--- src/rtl/fetch_pkg.sv ---
// Shared definitions for the instruction fetch stage: default widths,
// FSM state encodings and the reset PC value.
package fetch_pkg;

  localparam int ADDR_W_DEF  = 8;
  localparam int INSTR_W_DEF = 16;
  localparam int RESET_PC    = 0;

  typedef logic [1:0] fetch_state_t;

  localparam fetch_state_t ST_IDLE    = 2'd0;
  localparam fetch_state_t ST_WAIT    = 2'd1;
  localparam fetch_state_t ST_DISCARD = 2'd2;

endpackage

--- src/rtl/fetch_queue.sv ---
// Synchronous FIFO holding fetched {address, instruction} pairs.
// Pushed entries appear at the head one cycle later; clear beats push and pop.
module fetch_queue #(
  parameter int WIDTH = 24,
  parameter int DEPTH = 2
) (
  input  logic                     clock,
  input  logic                     reset,
  input  logic                     push,
  input  logic [WIDTH-1:0]         push_data,
  input  logic                     pop,
  input  logic                     clear,
  output logic [WIDTH-1:0]         head_data,
  output logic [$clog2(DEPTH):0]   count,
  output logic                     empty
);

  localparam int PTR_W = $clog2(DEPTH);
  localparam int CNT_W = PTR_W + 1;

  logic [WIDTH-1:0] mem [DEPTH];
  logic [PTR_W-1:0] rd_ptr;
  logic [PTR_W-1:0] wr_ptr;
  logic             full;
  logic             do_push;
  logic             do_pop;

  assign empty   = (count == '0);
  assign full    = (count == CNT_W'(DEPTH));
  assign do_pop  = pop && !empty;
  assign do_push = push && (!full || do_pop);

  // Head reads as zero while empty so stale entries never leak out.
  assign head_data = empty ? '0 : mem[rd_ptr];

  always_ff @(posedge clock) begin
    if (reset || clear) begin
      rd_ptr <= '0;
      wr_ptr <= '0;
      count  <= '0;
    end else begin
      if (do_push) wr_ptr <= wr_ptr + PTR_W'(1);
      if (do_pop)  rd_ptr <= rd_ptr + PTR_W'(1);
      case ({do_push, do_pop})
        2'b10:   count <= count + CNT_W'(1);
        2'b01:   count <= count - CNT_W'(1);
        default: count <= count;
      endcase
    end
  end

  // NOTE: storage has no reset; validity lives entirely in the pointers/count.
  always_ff @(posedge clock) begin
    if (do_push) mem[wr_ptr] <= push_data;
  end

endmodule

--- src/rtl/fetch_unit.sv ---
// Instruction fetch stage: drives the PC register load, fetches over a
// req/ack memory port and queues instructions for the decoder.
module fetch_unit
  import fetch_pkg::*;
#(
  parameter int ADDR_W  = ADDR_W_DEF,
  parameter int INSTR_W = INSTR_W_DEF,
  parameter int DEPTH   = 2
) (
  input  logic               clock,
  input  logic               reset,
  input  logic [ADDR_W-1:0]  pc_addr,
  output logic [ADDR_W-1:0]  pc_next,
  output logic               pc_hold,
  input  logic               flush,
  input  logic [ADDR_W-1:0]  flush_target,
  output logic               imem_req,
  output logic [ADDR_W-1:0]  imem_addr,
  input  logic               imem_ack,
  input  logic [INSTR_W-1:0] imem_rdata,
  output logic               instr_valid,
  input  logic               instr_ready,
  output logic [INSTR_W-1:0] instr_data,
  output logic [ADDR_W-1:0]  instr_addr
);

  localparam int CNT_W = $clog2(DEPTH) + 1;

  fetch_state_t             state;
  logic [CNT_W-1:0]         q_count;
  logic                     q_empty;
  logic                     issue;
  logic                     push;
  logic                     ack_in_wait;
  logic [ADDR_W+INSTR_W-1:0] q_head;

  assign ack_in_wait = (state == ST_WAIT) && imem_ack;
  assign issue       = (state == ST_IDLE) && !flush && (q_count < CNT_W'(DEPTH));
  assign push        = ack_in_wait && !flush;

  assign pc_hold = !(reset || flush || ack_in_wait);

  // NOTE: every path assigns pc_next, so this stays combinational with no latch.
  always_comb begin
    if (reset)      pc_next = ADDR_W'(RESET_PC);
    else if (flush) pc_next = flush_target;
    else            pc_next = pc_addr + ADDR_W'(1);
  end

  // The memory port cannot abort, so a flushed in-flight read is drained in DISCARD.
  // NOTE: state registers use non-blocking assignments so all updates land together.
  always_ff @(posedge clock) begin
    if (reset) begin
      state     <= ST_IDLE;
      imem_req  <= 1'b0;
      imem_addr <= '0;
    end else begin
      case (state)
        ST_IDLE: begin
          if (issue) begin
            imem_req  <= 1'b1;
            imem_addr <= pc_addr;
            state     <= ST_WAIT;
          end
        end
        ST_WAIT: begin
          if (imem_ack) begin
            imem_req <= 1'b0;
            state    <= ST_IDLE;
          end else if (flush) begin
            state <= ST_DISCARD;
          end
        end
        ST_DISCARD: begin
          if (imem_ack) begin
            imem_req <= 1'b0;
            state    <= ST_IDLE;
          end
        end
        default: begin
          imem_req <= 1'b0;
          state    <= ST_IDLE;
        end
      endcase
    end
  end

  fetch_queue #(
    .WIDTH (ADDR_W + INSTR_W),
    .DEPTH (DEPTH)
  ) u_queue (
    .clock     (clock),
    .reset     (reset),
    .push      (push),
    .push_data ({imem_addr, imem_rdata}),
    .pop       (instr_valid && instr_ready),
    .clear     (flush),
    .head_data (q_head),
    .count     (q_count),
    .empty     (q_empty)
  );

  assign instr_valid = !q_empty;
  assign instr_addr  = q_head[ADDR_W+INSTR_W-1:INSTR_W];
  assign instr_data  = q_head[INSTR_W-1:0];

endmodule

--- config.mk ---
export PLATFORM = sky130hd
export DESIGN_NAME = fetch_unit
export DESIGN_NICKNAME = d
export VERILOG_FILES = /design/src/rtl/fetch_pkg.sv /design/src/rtl/fetch_queue.sv /design/src/rtl/fetch_unit.sv
export SDC_FILE = /design/constraint.sdc
export NUM_CORES = 1
export LEC_CHECK = 0
export BUFFER_PORTS_ARGS = -buffer_cell sky130_fd_sc_hd__buf_4
export CORE_MARGIN = 5
export CORE_UTILIZATION = 50
export DETAILED_ROUTE_END_ITERATION = 8
export HOLD_SLACK_MARGIN = 0.03
export PLACE_DENSITY = 0.77
export SYNTH_ARGS = -nofsm -noshare
export SYNTH_HDL_FRONTEND = slang
export SYNTH_HIERARCHICAL = 1
export SYNTH_SLANG_ARGS = --single-unit
--- constraint.sdc ---
create_clock -name clock -period 6.4 [get_ports clock]
set_input_delay 0 -clock clock [delete_from_list [all_inputs] [get_ports clock]]
set_output_delay 0 -clock clock [all_outputs]
set_load 0.01 [all_outputs]
-- Word-level counts from Yosys, hierarchy flattened
Memories as Yosys holds them, arrays and structs flattened. A register that Yosys moved wholly into a read port is not among the register bits.
Index checks and enable logic that the tools add are counted.
- flip-flop bits (word level): 15
- memory bits (writable): 48
- input bits: 37
- output and inout bits: 43
- memories kept: 1
- memory list (name ; words ; width ; read ports ; clocked after memory_dff ; wr ports ; RTL line ; RTL):
    u_queue.mem ; 2 ; 24 ; 1 ; 1 ; 1 ; fetch_queue.sv:21 ; logic [WIDTH-1:0] mem [DEPTH];
- add/sub/neg operators: 5
- order comparisons: 1
- equality and inequality tests: 9
- mux-type cells: 16
- reduce and logical (&&, ||, !) cells: 21
- operator list (cell ; count):
    $mux W24 ; 1
    $mux W8 ; 2
    $add A8 B1 Y8 const B ; 1
    $mux W2 ; 4
    $logic_and A1 B1 Y1 ; 7
    $eq A2 B2 Y1 const B ; 3
    $mux W1 ; 6
    $pmux W2 S3 ; 1
    $eq A2 B1 Y1 const B ; 2
    $logic_not A1 Y1 ; 4
    $logic_not A2 Y1 ; 2
    $ne A2 B2 Y1 const B ; 2
    $pmux W2 S2 ; 1
    $reduce_and A2 Y1 ; 2
    $logic_or A1 B1 Y1 ; 3
    $ne A3 B3 Y1 const B ; 1
    $reduce_and A3 Y1 ; 1
    $add A1 B1 Y1 const B ; 2
    $add A2 B1 Y2 const B ; 1
    $lt A2 B2 Y1 const B ; 1
    $ne A2 B1 Y1 const B ; 1
    $pmux W1 S2 ; 1
    $reduce_bool A2 Y1 ; 1
    $reduce_or A2 Y1 ; 1
    $sub A2 B1 Y2 const B ; 1

-- Longest topological paths before layout
Gate-level depths: netlist of run 1.
- depth in word-level cells: 8
- gate-level depth with buffers: 7

-- Modules after synthesis
The synthesis of run 1 kept the hierarchy.
- by module, submodules not included (module ; times used ; cells an instance ; area an instance (um2)):
    fetch_queue ; 1 ; 132 ; 2079.5
    fetch_unit ; 1 ; 103 ; 733.2

-- Least setup slack after synthesis of run 1
OpenSTA, ideal clock, no wires.
- path kind: register to register
- start point: register u_queue.count[0]
- end point: memory u_queue.mem[0][0] (enable)
- setup time: 0.405 ns
- arrival: 2.240 ns
- setup slack: 3.755 ns
- stages on the path, launching flop included: 6
- path buffers: 1
- period minus slack after synthesis: 2.645 ns
- path through: dfxtp_1 -> nor2_4 -> buf_2 -> nor2b_1 -> o31ai_4 -> nor2_1
- cells in the longest elaborated chain, start to end: 8
- elaborated cells between the ends (all ways): 10
- classes of those cells: eq/ne (1); mux (2); reduce/logical (7)
- ends and longest elaborated chain (element ; RTL line ; RTL):
    start, declared ; fetch_queue.sv:14 ; output logic [$clog2(DEPTH):0] count,
    start signal, assigned ; fetch_queue.sv:45 ; 2'b10: count <= count + CNT_W'(1);
    start signal, assigned ; fetch_queue.sv:46 ; 2'b01: count <= count - CNT_W'(1);
    start signal, assigned ; fetch_queue.sv:47 ; default: count <= count;
    $logic_not A2 Y1 (*) ; fetch_queue.sv:28 ; assign empty = (count == '0);
    named net q_empty ; fetch_unit.sv:31 ; logic q_empty;
    $logic_not A1 Y1 (*) ; fetch_queue.sv:30, fetch_unit.sv:103 ;
    $logic_and A1 B1 Y1 ; fetch_unit.sv:96 ; .pop (instr_valid && instr_ready),
    $logic_and A1 B1 Y1 (*) ; fetch_queue.sv:30 ; assign do_pop = pop && !empty;
    $logic_or A1 B1 Y1 (*) ; fetch_queue.sv:31 ; assign do_push = push && (!full || do_pop);
    $logic_and A1 B1 Y1 (*) ; fetch_queue.sv:31 ;
    $mux W1 (*) ; fetch_queue.sv:54 ; if (do_push) mem[wr_ptr] <= push_data;
    $mux W1 (not written as such) (*) ; fetch_queue.sv:54 ;
    end, declared ; fetch_queue.sv:21 ;
Mark *: on every way through the listed nets, which the timed path passes. The rest lies on a longest branch.

-- Worst setup path after layout of run 1
- start point: register u_queue.count[1]
- end point: memory u_queue.mem[1][22] (enable)
Same word-level chain as after synthesis.

==> results of run 1 <==
Yosys cell counts (2+ instances only):
cell	count	share of area [%]
nor2b_1	5	1.1
inv_1	5	0.67
a211oi_1	3	0.80
buf_4	3	0.80
and2_1	2	0.44
nor2_1	37	4.9
edfxtp_1	48	51
dfxtp_1	16	11
and3_1	2	0.44
nand2_1	29	3.9
nand3_1	3	0.53
nor3_1	2	0.36
xor2_1	3	0.93
o21ai_0	5	0.89
ha_1	5	2.2
xnor2_1	3	0.93
a21oi_1	14	2.5
clkbuf_1	3	0.40
buf_2	3	0.53
mux2i_1	26	9.3
sequential cells by signal, summed over array words and instances, names as in the netlist, named ones only:
register and count:
u_queue/rd_ptr 1, imem_addr 8, imem_req 1, u_queue/wr_ptr 1, state 2, u_queue/mem 48
u_queue/count 2
critical path, delay by kind of cell (launching register included):
kind	cells	cell delay, ns
flip-flops	1	0.57
AND/OR/NAND/NOR	3	1.61
AO/OA/AOI/OAI	1	0.12
per-stage QoR:
| stage | instances | cell area [µm²] |
|---|---|---|
| global placement | 377 | 3450 |
| CTS | 429 | 4030 |
| global route | 429 | 4030 |
| finish | 429 | 4030 |
| detailed placement | 377 | 3450 |
| floorplan | 235 | 2810 |
where the power goes:
| group | total [mW] | internal (mW) | switching [mW] |
|---|---|---|---|
| Combinational | 0.137 | 0.0706 | 0.0665 |
| Clock | 0.368 | 0.220 | 0.148 |
| Sequential | 0.477 | 0.467 | 0.0101 |
| Total | 0.982 | 0.757 | 0.225 |
metal layers:
| layer | track usage (%) | share of wire (%) |
|---|---|---|
| met5 | 0 | 0 |
| met1 | 19.6 | 40 |
| met4 | 7.19 | 1.5 |
| met2 | 31.2 | 50 |
| met3 | 5.92 | 8.1 |
how the worst max path moves through the flow:
stage	cells past startpoint	from	to	slack (ns)
final	4	u_queue/count[1]	u_queue/mem[1][22]	3.70
after global routing	4	u_queue/count[1]	u_queue/mem[1][22]	3.45
after CTS	4	u_queue/count[1]	u_queue/mem[1][22]	3.67
after detailed placement	4	u_queue/count[1]	u_queue/mem[1][14]	3.68
after global placement	4	u_queue/count[1]	u_queue/mem[1][8]	3.81
after floorplan	5	u_queue/count[0]	u_queue/mem[0][0]	3.76
area by class of cell:
type	count	area, µm²	area share, %
Clock buffer	9	124	3.08
Clock inverter	7	95.1	2.36
Inverter	7	26.3	0.652
Multi-Input combinational cell	154	970	24.1
Sequential cell	64	1760	43.7
Tap cell	72	90.1	2.24
Timing Repair Buffer	116	961	23.9
logic make-up (layout without fill, tap and decap cells):
group           count (synthesis)  count (layout)  synth area share (%)
simple gates                   87              87                  13.8
fa+ha+maj                       5               5                  2.22
compound gates                 30              30                  7.12
flops                          64              64                  62.6
xor+xnor                        6               6                  1.87
buf+inv                        17             139                  3.07
mux                            26              26                  9.25
==> impl_results.html, run 1 <==
<table>
<tr><th>Metric</th><th>Value</th></tr>
<tr><th colspan="2">Placement</th></tr>
<tr><td>GPL Wtd Cong</td><td>between 0.7 and 0.8</td></tr>
<tr><td>Number of buffer cells added on primary ports</td><td>79</td></tr>
<tr><td>Post-Place Setup Slack</td><td>3.68 ns</td></tr>
<tr><td>Half-perimeter wire length after placement</td><td>between 4 and 5 mm</td></tr>
<tr><th colspan="2">Critical path</th></tr>
<tr><td>Reg-to-reg setup timing slack</td><td>roughly 3.7 ns</td></tr>
<tr><td>Critical Path Fanout Max</td><td>26</td></tr>
<tr><td>Maximum single-stage delay on the critical path</td><td>0.93 ns</td></tr>
<tr><td>Endpoint of the worst-slack reg-to-reg timing path</td><td>u_queue/mem[1][22]</td></tr>
<tr><td>Startpoint type of the worst setup path</td><td>flop</td></tr>
<tr><td>Worst r2r src</td><td>u_queue/count[1]</td></tr>
<tr><td>Crit-path slowest cell</td><td>nor2_2</td></tr>
<tr><td>Category of the critical setup timing path</td><td>reg -&gt; reg</td></tr>
<tr><td>Chain of cells forming the critical path</td><td>nor2_4, nor2b_1, o31ai_4, nor2_2</td></tr>
<tr><td>Worst Setup End Kind</td><td>flop</td></tr>
<tr><td>Path depth of the worst reg2reg path</td><td>4</td></tr>
<tr><td>WP data required</td><td>6.34 ns</td></tr>
<tr><td>WP data arrival</td><td>about 2.6 ns</td></tr>
<tr><th colspan="2">Cells and area</th></tr>
<tr><td>P&amp;R area growth vs syn</td><td>43.2%</td></tr>
<tr><td>Filler instances</td><td>~400</td></tr>
<tr><td>Highest-count cells in the layout ignoring fill and taps</td><td>buf_4 (80), edfxtp_1 (48), dlygate4sd3_1 (36), nor2_1 (35), nand2_1 (29)</td></tr>
<tr><td>Share of final-layout standard cells stronger than drive strength 1</td><td>29.1%</td></tr>
<tr><td>Core occupancy in the finished layout</td><td>73.6%</td></tr>
<tr><td>Final net count</td><td>a little under 400</td></tr>
<tr><td>Most common cell after layout, fill and taps aside</td><td>buf_4</td></tr>
<tr><td>Antenna diode instance count</td><td>0</td></tr>
<tr><th colspan="2">CTS</th></tr>
<tr><td>CTS clk-pin slew, worst paths</td><td>0.07 ns</td></tr>
<tr><td>Clk root buf</td><td>clkbuf_8</td></tr>
<tr><td>CTS Hold Bufs</td><td>36</td></tr>
<tr><td>H-tree depth</td><td>3</td></tr>
<tr><td>Number of gates given a new drive strength after cts</td><td>0</td></tr>
<tr><td>TritonCTS clock tree</td><td>built</td></tr>
<tr><td>Post-CTS setup buffers</td><td>0</td></tr>
<tr><td>Cts bufs inserted</td><td>9</td></tr>
<tr><td>Later-pin clock latency in the skew report</td><td>between 0.3 and 0.4 ns</td></tr>
<tr><td>Clock Sink Count</td><td>64</td></tr>
<tr><td>Maximum clock insertion buffer count</td><td>2</td></tr>
<tr><th colspan="2">Detailed routing</th></tr>
<tr><td>Drt wl/cell</td><td>14.5 µm</td></tr>
<tr><td>Post-detailed-route via-to-cell ratio</td><td>4.98</td></tr>
<tr><td>1st-iter DRT viols</td><td>93</td></tr>
<tr><td>Drt first pass iters</td><td>4</td></tr>
<tr><td>Via total after detailed routing</td><td>2138</td></tr>
<tr><td>Post-detailed-route count of antenna-violating nets</td><td>0</td></tr>
<tr><td>Drt total wl</td><td>6.23 mm</td></tr>
<tr><td>DRC violation count after routing</td><td>0</td></tr>
<tr><th colspan="2">Floorplan</th></tr>
<tr><td>Starting Density</td><td>around 50%</td></tr>
<tr><td>Die boundary height</td><td>85 µm</td></tr>
<tr><td>Row cnt</td><td>27</td></tr>
<tr><td>Core ar.</td><td>around 5500 µm²</td></tr>
<tr><td>Top-level port count</td><td>80</td></tr>
<tr><td>Die ar.</td><td>between 7000 and 8000 µm²</td></tr>
<tr><td>Width of the die</td><td>85 µm</td></tr>
<tr><th colspan="2">Synth</th></tr>
<tr><td>Post-Syn Instances</td><td>235</td></tr>
<tr><td>Async S/R FF share, synth</td><td>0%</td></tr>
<tr><td>Number of warnings reported in the yosys synthesis log</td><td>6</td></tr>
<tr><td>Unique cell type count in the Yosys netlist</td><td>38</td></tr>
<tr><td>Primary FF master, synth</td><td>edfxtp_1</td></tr>
<tr><td>Average cell area after synthesis</td><td>~12 µm²</td></tr>
<tr><td>Total nets after synthesis</td><td>277</td></tr>
<tr><td>Count of flip-flops with a built-in enable after synthesis</td><td>48</td></tr>
<tr><td>Number of synthesized register bits</td><td>64</td></tr>
<tr><td>Synthesized cell area</td><td>2810 µm²</td></tr>
<tr><td>Sequential element share of the synthesized area</td><td>62.6%</td></tr>
<tr><th colspan="2">STA</th></tr>
<tr><td>Setup TNS</td><td>0 ns</td></tr>
<tr><td>Final max-slew violation count</td><td>0</td></tr>
<tr><td>Slew Limit Headroom</td><td>about 20%</td></tr>
<tr><td>Share of the cycle needed by the critical path after routing</td><td>42.2%</td></tr>
<tr><td>Final hold slack</td><td>0.311 ns</td></tr>
<tr><td>Worst Max-Slew Pin Slew</td><td>1.21 ns</td></tr>
<tr><td>Final-report setup violation count</td><td>0</td></tr>
<tr><td>Layout Skew</td><td>0.00794 ns</td></tr>
<tr><td>Minimum period implied by the final worst setup slack</td><td>2.70 ns</td></tr>
<tr><td>Setup repair after global routing missed its margin</td><td>no</td></tr>
<tr><td>Max frequency</td><td>0.370 GHz</td></tr>
<tr><td>Final worst-path setup slack</td><td>approximately 3.7 ns</td></tr>
<tr><td>Number of failing hold endpoints at the final stage</td><td>0</td></tr>
<tr><th colspan="2">Power</th></tr>
<tr><td>Leakage power summed over all cells</td><td>around 1.6 nW</td></tr>
<tr><td>VDD IR max</td><td>approximately 0.16 mV</td></tr>
<tr><td>Power density normalized to cell area</td><td>244 nW/µm²</td></tr>
<tr><td>Total power draw</td><td>982 µW</td></tr>
<tr><th colspan="2">Global route</th></tr>
<tr><td>Maximum number of pins on one net before global-route repair</td><td>27</td></tr>
<tr><td>Antenna violations before repair</td><td>0</td></tr>
<tr><td>Vias in the first global route</td><td>2214</td></tr>
<tr><td>Global-route usage over all layers</td><td>17.7%</td></tr>
<tr><td>Total congestion overflow</td><td>0</td></tr>
<tr><td>First-pass GRT wire length</td><td>10.2 mm</td></tr>
<tr><th colspan="2">Hold path</th></tr>
<tr><td>Endpoint with the worst hold slack</td><td>u_queue/count[1]</td></tr>
<tr><td>Worst hold path startpoint</td><td>instr_ready</td></tr>
<tr><td>Hold Path Stages</td><td>5</td></tr>
<tr><td>Worst Hold Class</td><td>in -&gt; reg</td></tr>
<tr><th colspan="2">Run status</th></tr>
<tr><td>Outcome</td><td>finished, final reports clean</td></tr>
<tr><th colspan="2">Run</th></tr>
<tr><td>Max Cap Viol</td><td>0</td></tr>
</table>
Power figures use the tool's default switching activity.
==> inputs of run 2 (changes only) <==
ABC_AREA = 1   (was unset)
CORE_UTILIZATION = 47   (was 50)
PLACE_DENSITY = 0.76   (was 0.77)
clock period = 2.4 ns   (was 6.4 ns; I/O delays follow)
==> run 2 against run 1 <==
Die area increased by 6.1%; critical path type unchanged; power increased to 2.8 times the previous value; synthesized cell count increased by 25%; cell area decreased by 1.1%; global-route usage decreased by 0.48 points; routed wire length decreased by 0.71%; core utilization decreased by 5.9 points; largest power group unchanged; clock skew increased by 0.0026 ns; final cell count increased by 13%; sequential share of layout area increased by 0.49 points; combinational power increased to 3.6 times the previous value.
==> impl_results.html, run 2 <==
<table>
<tr><th>Metric</th><th>Value</th></tr>
<tr><th colspan="2">Cells and area</th></tr>
<tr><td>Highest-count cells in the layout ignoring fill and taps</td><td>buf_4 (83), nand2_1 (77), edfxtp_1 (48), a21oi_1 (33), nor2_1 (31)</td></tr>
<tr><td>Register with the most flip-flops</td><td>u_queue/mem</td></tr>
<tr><td>Share of final-layout standard cells stronger than drive strength 1</td><td>27.0% (-2.1 points)</td></tr>
<tr><td>Antenna diode instance count</td><td>0 (unchanged)</td></tr>
<tr><td>Most common cell after layout, fill and taps aside</td><td>buf_4</td></tr>
<tr><td>Final net count</td><td>448 (+14%)</td></tr>
<tr><td>Flip-flop count of the largest register after layout</td><td>48 (unchanged)</td></tr>
<tr><td>Largest registers</td><td>u_queue/mem: 48 flops, imem_addr: 8 flops</td></tr>
<tr><td>P&amp;R area growth vs syn</td><td>40.8%</td></tr>
<tr><td>Filler instances</td><td>472 (+18%)</td></tr>
<tr><th colspan="2">Synth</th></tr>
<tr><td>Number of synthesized register bits</td><td>64 (unchanged)</td></tr>
<tr><td>Compound-Gate Fraction of Synth Area</td><td>11.5% (+4.4 points)</td></tr>
<tr><td>Most frequent cell after synthesis</td><td>nand2_1</td></tr>
<tr><td>Xor/xnor share of the synthesized area</td><td>0% (-1.9 points)</td></tr>
<tr><td>Post-Syn Instances</td><td>294 (+25%)</td></tr>
<tr><td>Unique cell type count in the Yosys netlist</td><td>25 (-34%)</td></tr>
<tr><td>Area contributors post-synth</td><td>edfxtp_1 (51%), dfxtp_1 (11%), nand2_1 (10%), a21oi_1 (5.8%), nor2_1 (4.4%)</td></tr>
<tr><td>Basic-gate share of the synthesized area counting and, or, nand and nor cells</td><td>18.0% (+4.1 points)</td></tr>
<tr><td>Synth top cells by count</td><td>nand2_1 (77), edfxtp_1 (48), a21oi_1 (33), nor2_1 (33), inv_1 (28)</td></tr>
<tr><td>Fraction of the mapped netlist area in adder cells</td><td>2.21% (-0.012 points)</td></tr>
<tr><td>Post-synthesis mux area share</td><td>0% (-9.3 points)</td></tr>
<tr><td>Dominant cell type by area after synthesis</td><td>edfxtp_1</td></tr>
<tr><td>Count of flip-flops with a built-in enable after synthesis</td><td>48 (unchanged)</td></tr>
<tr><td>Primary FF master, synth</td><td>edfxtp_1</td></tr>
<tr><td>Average cell area after synthesis</td><td>9.62 µm² (-20%)</td></tr>
<tr><td>Async S/R FF share, synth</td><td>0% (unchanged)</td></tr>
<tr><td>Largest family of logic cells by synthesized area</td><td>simple AND/OR/NAND/NOR gates</td></tr>
<tr><td>Synthesized cell area</td><td>2830 µm² (+0.53%)</td></tr>
<tr><td>Synth top area share</td><td>51.0% (-0.27 points)</td></tr>
<tr><td>Sequential element share of the synthesized area</td><td>62.3% (-0.33 points)</td></tr>
<tr><td>Number of warnings reported in the yosys synthesis log</td><td>6 (unchanged)</td></tr>
<tr><td>Total nets after synthesis</td><td>336 (+21%)</td></tr>
<tr><th colspan="2">STA</th></tr>
<tr><td>Slew Limit Headroom</td><td>51.7% (+32 points)</td></tr>
<tr><td>Layout Skew</td><td>0.0105 ns (+0.00257 ns)</td></tr>
<tr><td>Max frequency</td><td>0.516 GHz (+39%)</td></tr>
<tr><td>Final worst-path setup slack</td><td>0.461 ns (-3.23 ns)</td></tr>
<tr><td>Minimum period implied by the final worst setup slack</td><td>1.94 ns (-0.765 ns)</td></tr>
<tr><td>Share of the cycle needed by the critical path after routing</td><td>80.8% (+39 points)</td></tr>
<tr><td>Final hold slack</td><td>0.140 ns (-0.171 ns)</td></tr>
<tr><td>Final max-slew violation count</td><td>0 (unchanged)</td></tr>
<tr><td>Number of failing hold endpoints at the final stage</td><td>0 (unchanged)</td></tr>
<tr><td>Setup repair after global routing missed its margin</td><td>no</td></tr>
<tr><td>Final-report setup violation count</td><td>0 (unchanged)</td></tr>
<tr><td>Worst Max-Slew Pin Slew</td><td>0.723 ns (-0.484 ns)</td></tr>
<tr><td>Setup TNS</td><td>0 ns (unchanged)</td></tr>
<tr><th colspan="2">Global route</th></tr>
<tr><td>Global-route usage over all layers</td><td>17.2% (-0.48 points)</td></tr>
<tr><td>Antenna violations before repair</td><td>0 (unchanged)</td></tr>
<tr><td>Total congestion overflow</td><td>0 (unchanged)</td></tr>
<tr><td>First-pass GRT wire length</td><td>10.3 mm (+1.4%)</td></tr>
<tr><td>Vias in the first global route</td><td>2352 (+6.2%)</td></tr>
<tr><td>Maximum number of pins on one net before global-route repair</td><td>26 (-3.7%)</td></tr>
<tr><th colspan="2">CTS</th></tr>
<tr><td>H-tree depth</td><td>3 (unchanged)</td></tr>
<tr><td>Clock Sink Count</td><td>64 (unchanged)</td></tr>
<tr><td>Post-CTS setup buffers</td><td>0 (unchanged)</td></tr>
<tr><td>CTS clk-pin slew, worst paths</td><td>0.07 ns (about the same)</td></tr>
<tr><td>Clk root buf</td><td>clkbuf_8</td></tr>
<tr><td>Later-pin clock latency in the skew report</td><td>0.32 ns (about the same)</td></tr>
<tr><td>Maximum clock insertion buffer count</td><td>2 (unchanged)</td></tr>
<tr><td>Cts bufs inserted</td><td>9 (unchanged)</td></tr>
<tr><td>TritonCTS clock tree</td><td>built</td></tr>
<tr><th colspan="2">Detailed routing</th></tr>
<tr><td>Post-detailed-route count of antenna-violating nets</td><td>0 (unchanged)</td></tr>
<tr><td>Drt total wl</td><td>6.19 mm (-0.71%)</td></tr>
<tr><td>1st-iter DRT viols</td><td>67 (-28%)</td></tr>
<tr><td>Drt first pass iters</td><td>4 (unchanged)</td></tr>
<tr><td>DRC violation count after routing</td><td>0 (unchanged)</td></tr>
<tr><td>Drt wl/cell</td><td>12.7 µm (-12%)</td></tr>
<tr><td>Via total after detailed routing</td><td>2338 (+9.4%)</td></tr>
<tr><td>Post-detailed-route via-to-cell ratio</td><td>4.81 (-3.5%)</td></tr>
<tr><th colspan="2">Floorplan</th></tr>
<tr><td>Width of the die</td><td>87.6 µm (+3.0%)</td></tr>
<tr><td>Top-level port count</td><td>80 (unchanged)</td></tr>
<tr><td>Die ar.</td><td>7670 µm² (+6.1%)</td></tr>
<tr><td>Die boundary height</td><td>87.6 µm (+3.0%)</td></tr>
<tr><td>Row cnt</td><td>28 (+3.7%)</td></tr>
<tr><td>Starting Density</td><td>48.0% (-3.4 points)</td></tr>
<tr><td>Core ar.</td><td>5890 µm² (+7.5%)</td></tr>
<tr><th colspan="2">Critical path</th></tr>
<tr><td>WP data required</td><td>2.67 ns (-3.67 ns)</td></tr>
<tr><td>WP data arrival</td><td>2.21 ns (-0.43 ns)</td></tr>
<tr><td>Worst Setup End Kind</td><td>flop</td></tr>
<tr><td>Maximum single-stage delay on the critical path</td><td>0.55 ns (-0.38 ns)</td></tr>
<tr><td>Crit-path slowest cell</td><td>dlygate4sd3_1</td></tr>
<tr><td>Startpoint type of the worst setup path</td><td>flop</td></tr>
<tr><td>Kind of cell adding the most delay to the critical path</td><td>buffers and inverters</td></tr>
<tr><td>Critical Path Fanout Max</td><td>15 (-42%)</td></tr>
<tr><td>CP bufs+invs</td><td>3 (+3)</td></tr>
<tr><td>Category of the critical setup timing path</td><td>reg -&gt; reg</td></tr>
<tr><td>Chain of cells forming the critical path</td><td>inv_1, ha_1, inv_1, nor3_4, o21ai_2, a21oi_2, dlygate4sd3_1</td></tr>
<tr><td>Cell type with the highest occurrence count on the critical path</td><td>inv_1</td></tr>
<tr><th colspan="2">Placement</th></tr>
<tr><td>Half-perimeter wire length after placement</td><td>4.15 mm (+2.2%)</td></tr>
<tr><td>GPL Wtd Cong</td><td>0.813 (+3.0%)</td></tr>
<tr><td>Post-Place Setup Slack</td><td>0.497 ns (-3.18 ns)</td></tr>
<tr><td>Number of buffer cells added on primary ports</td><td>79 (unchanged)</td></tr>
<tr><th colspan="2">Hold path</th></tr>
<tr><td>Worst Hold Class</td><td>in -&gt; reg</td></tr>
<tr><th colspan="2">Power</th></tr>
<tr><td>Power density normalized to cell area</td><td>697 nW/µm² (+190%)</td></tr>
<tr><td>Leakage power summed over all cells</td><td>1.74 nW (+8.9%)</td></tr>
<tr><td>VDD IR max</td><td>0.358 mV (+120%)</td></tr>
<tr><th colspan="2">Run</th></tr>
<tr><td>Max Cap Viol</td><td>0 (unchanged)</td></tr>
<tr><th colspan="2">Run status</th></tr>
<tr><td>Outcome</td><td>finished, final reports clean</td></tr>
</table>
## run 2: cell types whose count changed after synthesis, moves of 5 or more
cell / previous run / this run
a21oi_1: 14 / 33
nand3_1: 3 / 9
o21ai_0: 5 / 17
nor2b_1: 5 / 0
mux2i_1: 26 / 0
inv_1: 5 / 28
nand2_1: 29 / 77
## run 2: power breakdown
part | leakage, nW | internal [mW] | switching (mW)
Clock | 0.106 | 0.575 | 0.362
Sequential | 0.568 | 1.29 | 0.0493
Combinational | 1.06 | 0.232 | 0.268
## run 2: kinds of logic (layout without fill, tap and decap cells)
logic type,Yosys count,after routing
flops,64,64
fa+ha+maj,5,5
simple gates,125,125
buf+inv,40,157
compound gates,60,60
## run 2: worst paths after layout
| path | from | end | slack (ns) | cells past startpoint |
|---|---|---|---|---|
| worst max-delay path | state[0] | imem_req | 0.46 | 7 |
| worst max register to register | state[0] | imem_req | 0.46 | 7 |
| worst min register to register | u_queue/rd_ptr | u_queue/rd_ptr | 0.48 | 2 |
| worst min-delay path | instr_ready | u_queue/rd_ptr | 0.14 | 5 |
## run 2: layout make-up
class                      count  area, µm²  share of cell area [%]
clock inverter                 7       86.3                    2.17
sequential                    64       1760                    44.2
timing repair buffer         111        903                    22.7
clock buffer                   9        124                    3.11
tap                           75       93.8                    2.36
multi-input combinational    190        901                    22.6
inverter                      30        113                    2.83
## run 2: timing repair
item / CTS / global route
hold buffers: 28 / 0
hold endpoints to repair: 44 / 0
gates resized for setup: 0 / 0
## run 2: layer usage
metal	global-route usage, %	routed length [µm]
met5	0	0
met4	5.44	54
met3	5.55	459
met2	29.9	3180
met1	20.3	2490
## run 2: worst register-to-register path, stage by stage, from the launching register on
cell and delay, ns:
dfxtp_1 0.32, inv_1 0.12, ha_1 0.18, inv_1 0.07
nor3_4 0.41, o21ai_2 0.11, a21oi_2 0.13, dlygate4sd3_1 0.55
## run 2: stage by stage
step	utilization [%]	instances	cell area, µm²	total power, mW
finish	67.7	486	3980	2.78
global route	67.7	486	3980	2.94
CTS	67.7	486	3980	2.81
detailed placement	59.3	442	3490	1.82
global placement	59.3	442	3490	1.81
floorplan	-	294	2830	1.63
==> inputs of run 3 (changes only) <==
CORE_UTILIZATION = 50   (was 47)
PLACE_DENSITY = 0.77   (was 0.76)
clock period = 1.9 ns   (was 2.4 ns; I/O delays follow)
==> run 3 against run 2 <==
Combinational power is 28% higher; largest power group unchanged; clock power decreased by 4.1%; critical path type is now reg -> out; worst setup slack worse by 0.29 ns.
==> impl_results.html, run 3 (synthesized netlist as in run 2, its figures left out) <==
<table>
<tr><th>Metric</th><th>Value</th></tr>
<tr><th colspan="2">Global route</th></tr>
<tr><td>Vias in the first global route</td><td>2258 (-4.0%)</td></tr>
<tr><td>First-pass GRT wire length</td><td>9.94 mm (-3.6%)</td></tr>
<tr><td>Maximum number of pins on one net before global-route repair</td><td>26 (unchanged)</td></tr>
<tr><td>Antenna violations before repair</td><td>0 (unchanged)</td></tr>
<tr><td>Total congestion overflow</td><td>0 (unchanged)</td></tr>
<tr><td>Global-route usage over all layers</td><td>17.6% (+0.33 points)</td></tr>
<tr><th colspan="2">Detailed routing</th></tr>
<tr><td>Via total after detailed routing</td><td>2386 (+2.1%)</td></tr>
<tr><td>1st-iter DRT viols</td><td>100 (+49%)</td></tr>
<tr><td>Drt wl/cell</td><td>13.1 µm (+2.8%)</td></tr>
<tr><td>DRC violation count after routing</td><td>0 (unchanged)</td></tr>
<tr><td>Drt total wl</td><td>6.32 mm (+2.2%)</td></tr>
<tr><td>Post-detailed-route count of antenna-violating nets</td><td>0 (unchanged)</td></tr>
<tr><td>Drt first pass iters</td><td>4 (unchanged)</td></tr>
<tr><td>Post-detailed-route via-to-cell ratio</td><td>4.94 (+2.7%)</td></tr>
<tr><th colspan="2">Floorplan</th></tr>
<tr><td>Die boundary height</td><td>85.2 µm (-2.7%)</td></tr>
<tr><td>Starting Density</td><td>51.4% (+3.3 points)</td></tr>
<tr><td>Core ar.</td><td>5510 µm² (-6.4%)</td></tr>
<tr><td>Width of the die</td><td>85.2 µm (-2.7%)</td></tr>
<tr><td>Die ar.</td><td>7260 µm² (-5.3%)</td></tr>
<tr><td>Top-level port count</td><td>80 (unchanged)</td></tr>
<tr><td>Row cnt</td><td>27 (-3.6%)</td></tr>
<tr><th colspan="2">CTS</th></tr>
<tr><td>TritonCTS clock tree</td><td>built</td></tr>
<tr><td>Post-CTS setup buffers</td><td>0 (unchanged)</td></tr>
<tr><td>Later-pin clock latency in the skew report</td><td>0.33 ns (about the same)</td></tr>
<tr><td>Maximum clock insertion buffer count</td><td>2 (unchanged)</td></tr>
<tr><td>Clock Sink Count</td><td>64 (unchanged)</td></tr>
<tr><td>CTS clk-pin slew, worst paths</td><td>0.06 ns (about the same)</td></tr>
<tr><td>Clk root buf</td><td>clkbuf_8</td></tr>
<tr><td>H-tree depth</td><td>3 (unchanged)</td></tr>
<tr><td>Cts bufs inserted</td><td>9 (unchanged)</td></tr>
<tr><th colspan="2">Hold path</th></tr>
<tr><td>Worst Hold Class</td><td>in -&gt; reg</td></tr>
<tr><td>Hold Path Stages</td><td>5 (unchanged)</td></tr>
<tr><th colspan="2">Placement</th></tr>
<tr><td>Number of buffer cells added on primary ports</td><td>79 (unchanged)</td></tr>
<tr><td>GPL Wtd Cong</td><td>0.821 (+1.1%)</td></tr>
<tr><td>Dpl cell area</td><td>3530 µm² (+1.1%)</td></tr>
<tr><td>Half-perimeter wire length after placement</td><td>4.09 mm (-1.4%)</td></tr>
<tr><th colspan="2">Critical path</th></tr>
<tr><td>Startpoint type of the worst setup path</td><td>flop</td></tr>
<tr><td>Path depth of the worst reg2reg path</td><td>7 (unchanged)</td></tr>
<tr><td>WP data arrival</td><td>1.73 ns (-0.48 ns)</td></tr>
<tr><td>Category of the critical setup timing path</td><td>reg -&gt; out</td></tr>
<tr><td>Critical Path Fanout Max</td><td>24 (+9)</td></tr>
<tr><td>WP data required</td><td>1.90 ns (-0.77 ns)</td></tr>
<tr><td>Worst Setup End Kind</td><td>output pin</td></tr>
<tr><th colspan="2">Cells and area</th></tr>
<tr><td>Final net count</td><td>448 (unchanged)</td></tr>
<tr><td>Flip-flop count of the largest register after layout</td><td>48 (unchanged)</td></tr>
<tr><td>Register with the most flip-flops</td><td>u_queue/mem</td></tr>
<tr><td>Area taken by multi-input logic gates</td><td>917 µm² (+1.8%)</td></tr>
<tr><td>Core occupancy in the finished layout</td><td>72.0% (+4.3 points)</td></tr>
<tr><td>Largest registers</td><td>u_queue/mem: 48 flops, imem_addr: 8 flops</td></tr>
<tr><td>Footprint of the flip-flops and latches</td><td>1760 µm² (about the same)</td></tr>
<tr><td>Most common cell after layout, fill and taps aside</td><td>buf_4</td></tr>
<tr><td>Share of final-layout standard cells stronger than drive strength 1</td><td>27.3% (+0.24 points)</td></tr>
<tr><td>Filler instances</td><td>388 (-18%)</td></tr>
<tr><td>Highest-count cells in the layout ignoring fill and taps</td><td>buf_4 (82), nand2_1 (77), edfxtp_1 (48), a21oi_1 (33), nor2_1 (30)</td></tr>
<tr><td>Antenna diode instance count</td><td>0 (unchanged)</td></tr>
<tr><td>P&amp;R area growth vs syn</td><td>40.1%</td></tr>
<tr><td>Design Area, Final</td><td>3960 µm² (-0.50%)</td></tr>
<tr><th colspan="2">STA</th></tr>
<tr><td>Layout Skew</td><td>0.00719 ns (-0.00331 ns)</td></tr>
<tr><td>Slew Limit Headroom</td><td>48.7% (-3.0 points)</td></tr>
<tr><td>Number of failing hold endpoints at the final stage</td><td>0 (unchanged)</td></tr>
<tr><td>Final-report setup violation count</td><td>0 (unchanged)</td></tr>
<tr><td>Final max-slew violation count</td><td>0 (unchanged)</td></tr>
<tr><td>Share of the cycle needed by the critical path after routing</td><td>just over 90%</td></tr>
<tr><td>Setup repair after global routing missed its margin</td><td>no</td></tr>
<tr><td>Max frequency</td><td>0.580 GHz</td></tr>
<tr><td>Worst Max-Slew Pin Slew</td><td>0.768 ns (+0.0452 ns)</td></tr>
<tr><td>Minimum period implied by the final worst setup slack</td><td>1.73 ns</td></tr>
<tr><td>Final hold slack</td><td>0.134 ns (-0.00575 ns)</td></tr>
<tr><td>Setup TNS</td><td>0 ns (unchanged)</td></tr>
<tr><th colspan="2">Power</th></tr>
<tr><td>Part of the total power dissipated in the clock network</td><td>27.8% (-5.9 points)</td></tr>
<tr><td>Leakage power summed over all cells</td><td>1.72 nW (-1.0%)</td></tr>
<tr><td>Portion of total power attributed to sequential cells</td><td>52.5% (+4.2 points)</td></tr>
<tr><td>Internal power consumption</td><td>2.38 mW (+13%)</td></tr>
<tr><td>Relative contribution of combinational cells to total power</td><td>19.7% (+1.7 points)</td></tr>
<tr><td>Power density normalized to cell area</td><td>816 nW/µm² (+17%)</td></tr>
<tr><td>VDD IR max</td><td>0.580 mV (+62%)</td></tr>
<tr><td>Switching share of power</td><td>26.5% (+2.1 points)</td></tr>
<tr><td>Net switching power figure</td><td>858 µW (+26%)</td></tr>
<tr><th colspan="2">Run</th></tr>
<tr><td>Max Cap Viol</td><td>0 (unchanged)</td></tr>
<tr><th colspan="2">Run status</th></tr>
<tr><td>Outcome</td><td>finished, final reports clean</td></tr>
</table>
-- run 3: changes by cell type in the layout (fill, tap and decap cells not counted), sizes merged --
cell         previous run  this run
buf                    83        84
bufinv                  2         0
clkbuf                  9        10
clkinv                  4         6
clkinvlp                1         0
dlygate4sd3            28        27
-- run 3: worst max-delay path, cell delays in order (launching register included) --
cell and delay [ns]:
dfxtp_1 0.31, inv_1 0.56, nand2_1 0.11, a21oi_1 0.24
buf_4 0.17
-- run 3: final cells by class --
type	count	area share (%)
Clock buffer	10	3.22
Clock inverter	6	0.663
Inverter	30	2.84
Multi-Input combinational cell	190	23.1
Sequential cell	64	44.5
Tap cell	72	2.27
Timing Repair Buffer	111	23.4
-- run 3: path summary, 6_finish.rpt --
| kind | start | slack (ns) | to |
|---|---|---|---|
| worst max-delay path | flop | 0.17 | instr_addr[5] |
| worst min-delay path | instr_ready | 0.13 | u_queue/rd_ptr |
| worst max register to register | state[1] | 0.18 | u_queue/mem[1][0] |
| worst min register to register | imem_addr[7] | 0.49 | u_queue/mem[1][23] |
-- run 3: metrics by stage --
stage	instances	power (mW)	setup slack, ns
global route	483	3.44	0.0594
finish	483	3.23	0.175
CTS	483	3.26	0.0258
global placement	440	2.30	0.137
detailed placement	440	2.31	0.0442
floorplan	294	2.06	0.00256
-- run 3: timing repair --
item	CTS	global route
gates resized for setup	0	2
endpoints found under the setup margin	0	48
hold endpoints to repair	45	0
hold buffers	27	0
-- run 3: per-layer routing --
| layer | wire [µm] | vias to the layer above | global-route usage, % |
|---|---|---|---|
| met1 | 2600 | 1074 | 19.7 |
| met3 | 495 | 8 | 4.95 |
| met5 | 0 | - | 0 |
| met4 | 95 | 0 | 7.05 |
| li1 | - | 1209 | - |
| met2 | 3130 | 95 | 31.4 |
-- run 3: power groups by stage --
stage               logic (mW)  registers, mW  clock network, mW
finish                   0.638           1.70              0.899
global route             0.716           1.71               1.01
CTS                      0.636           1.69              0.926
detailed placement       0.590           1.72                  0
global placement         0.577           1.72                  0
floorplan                0.328           1.73                  0
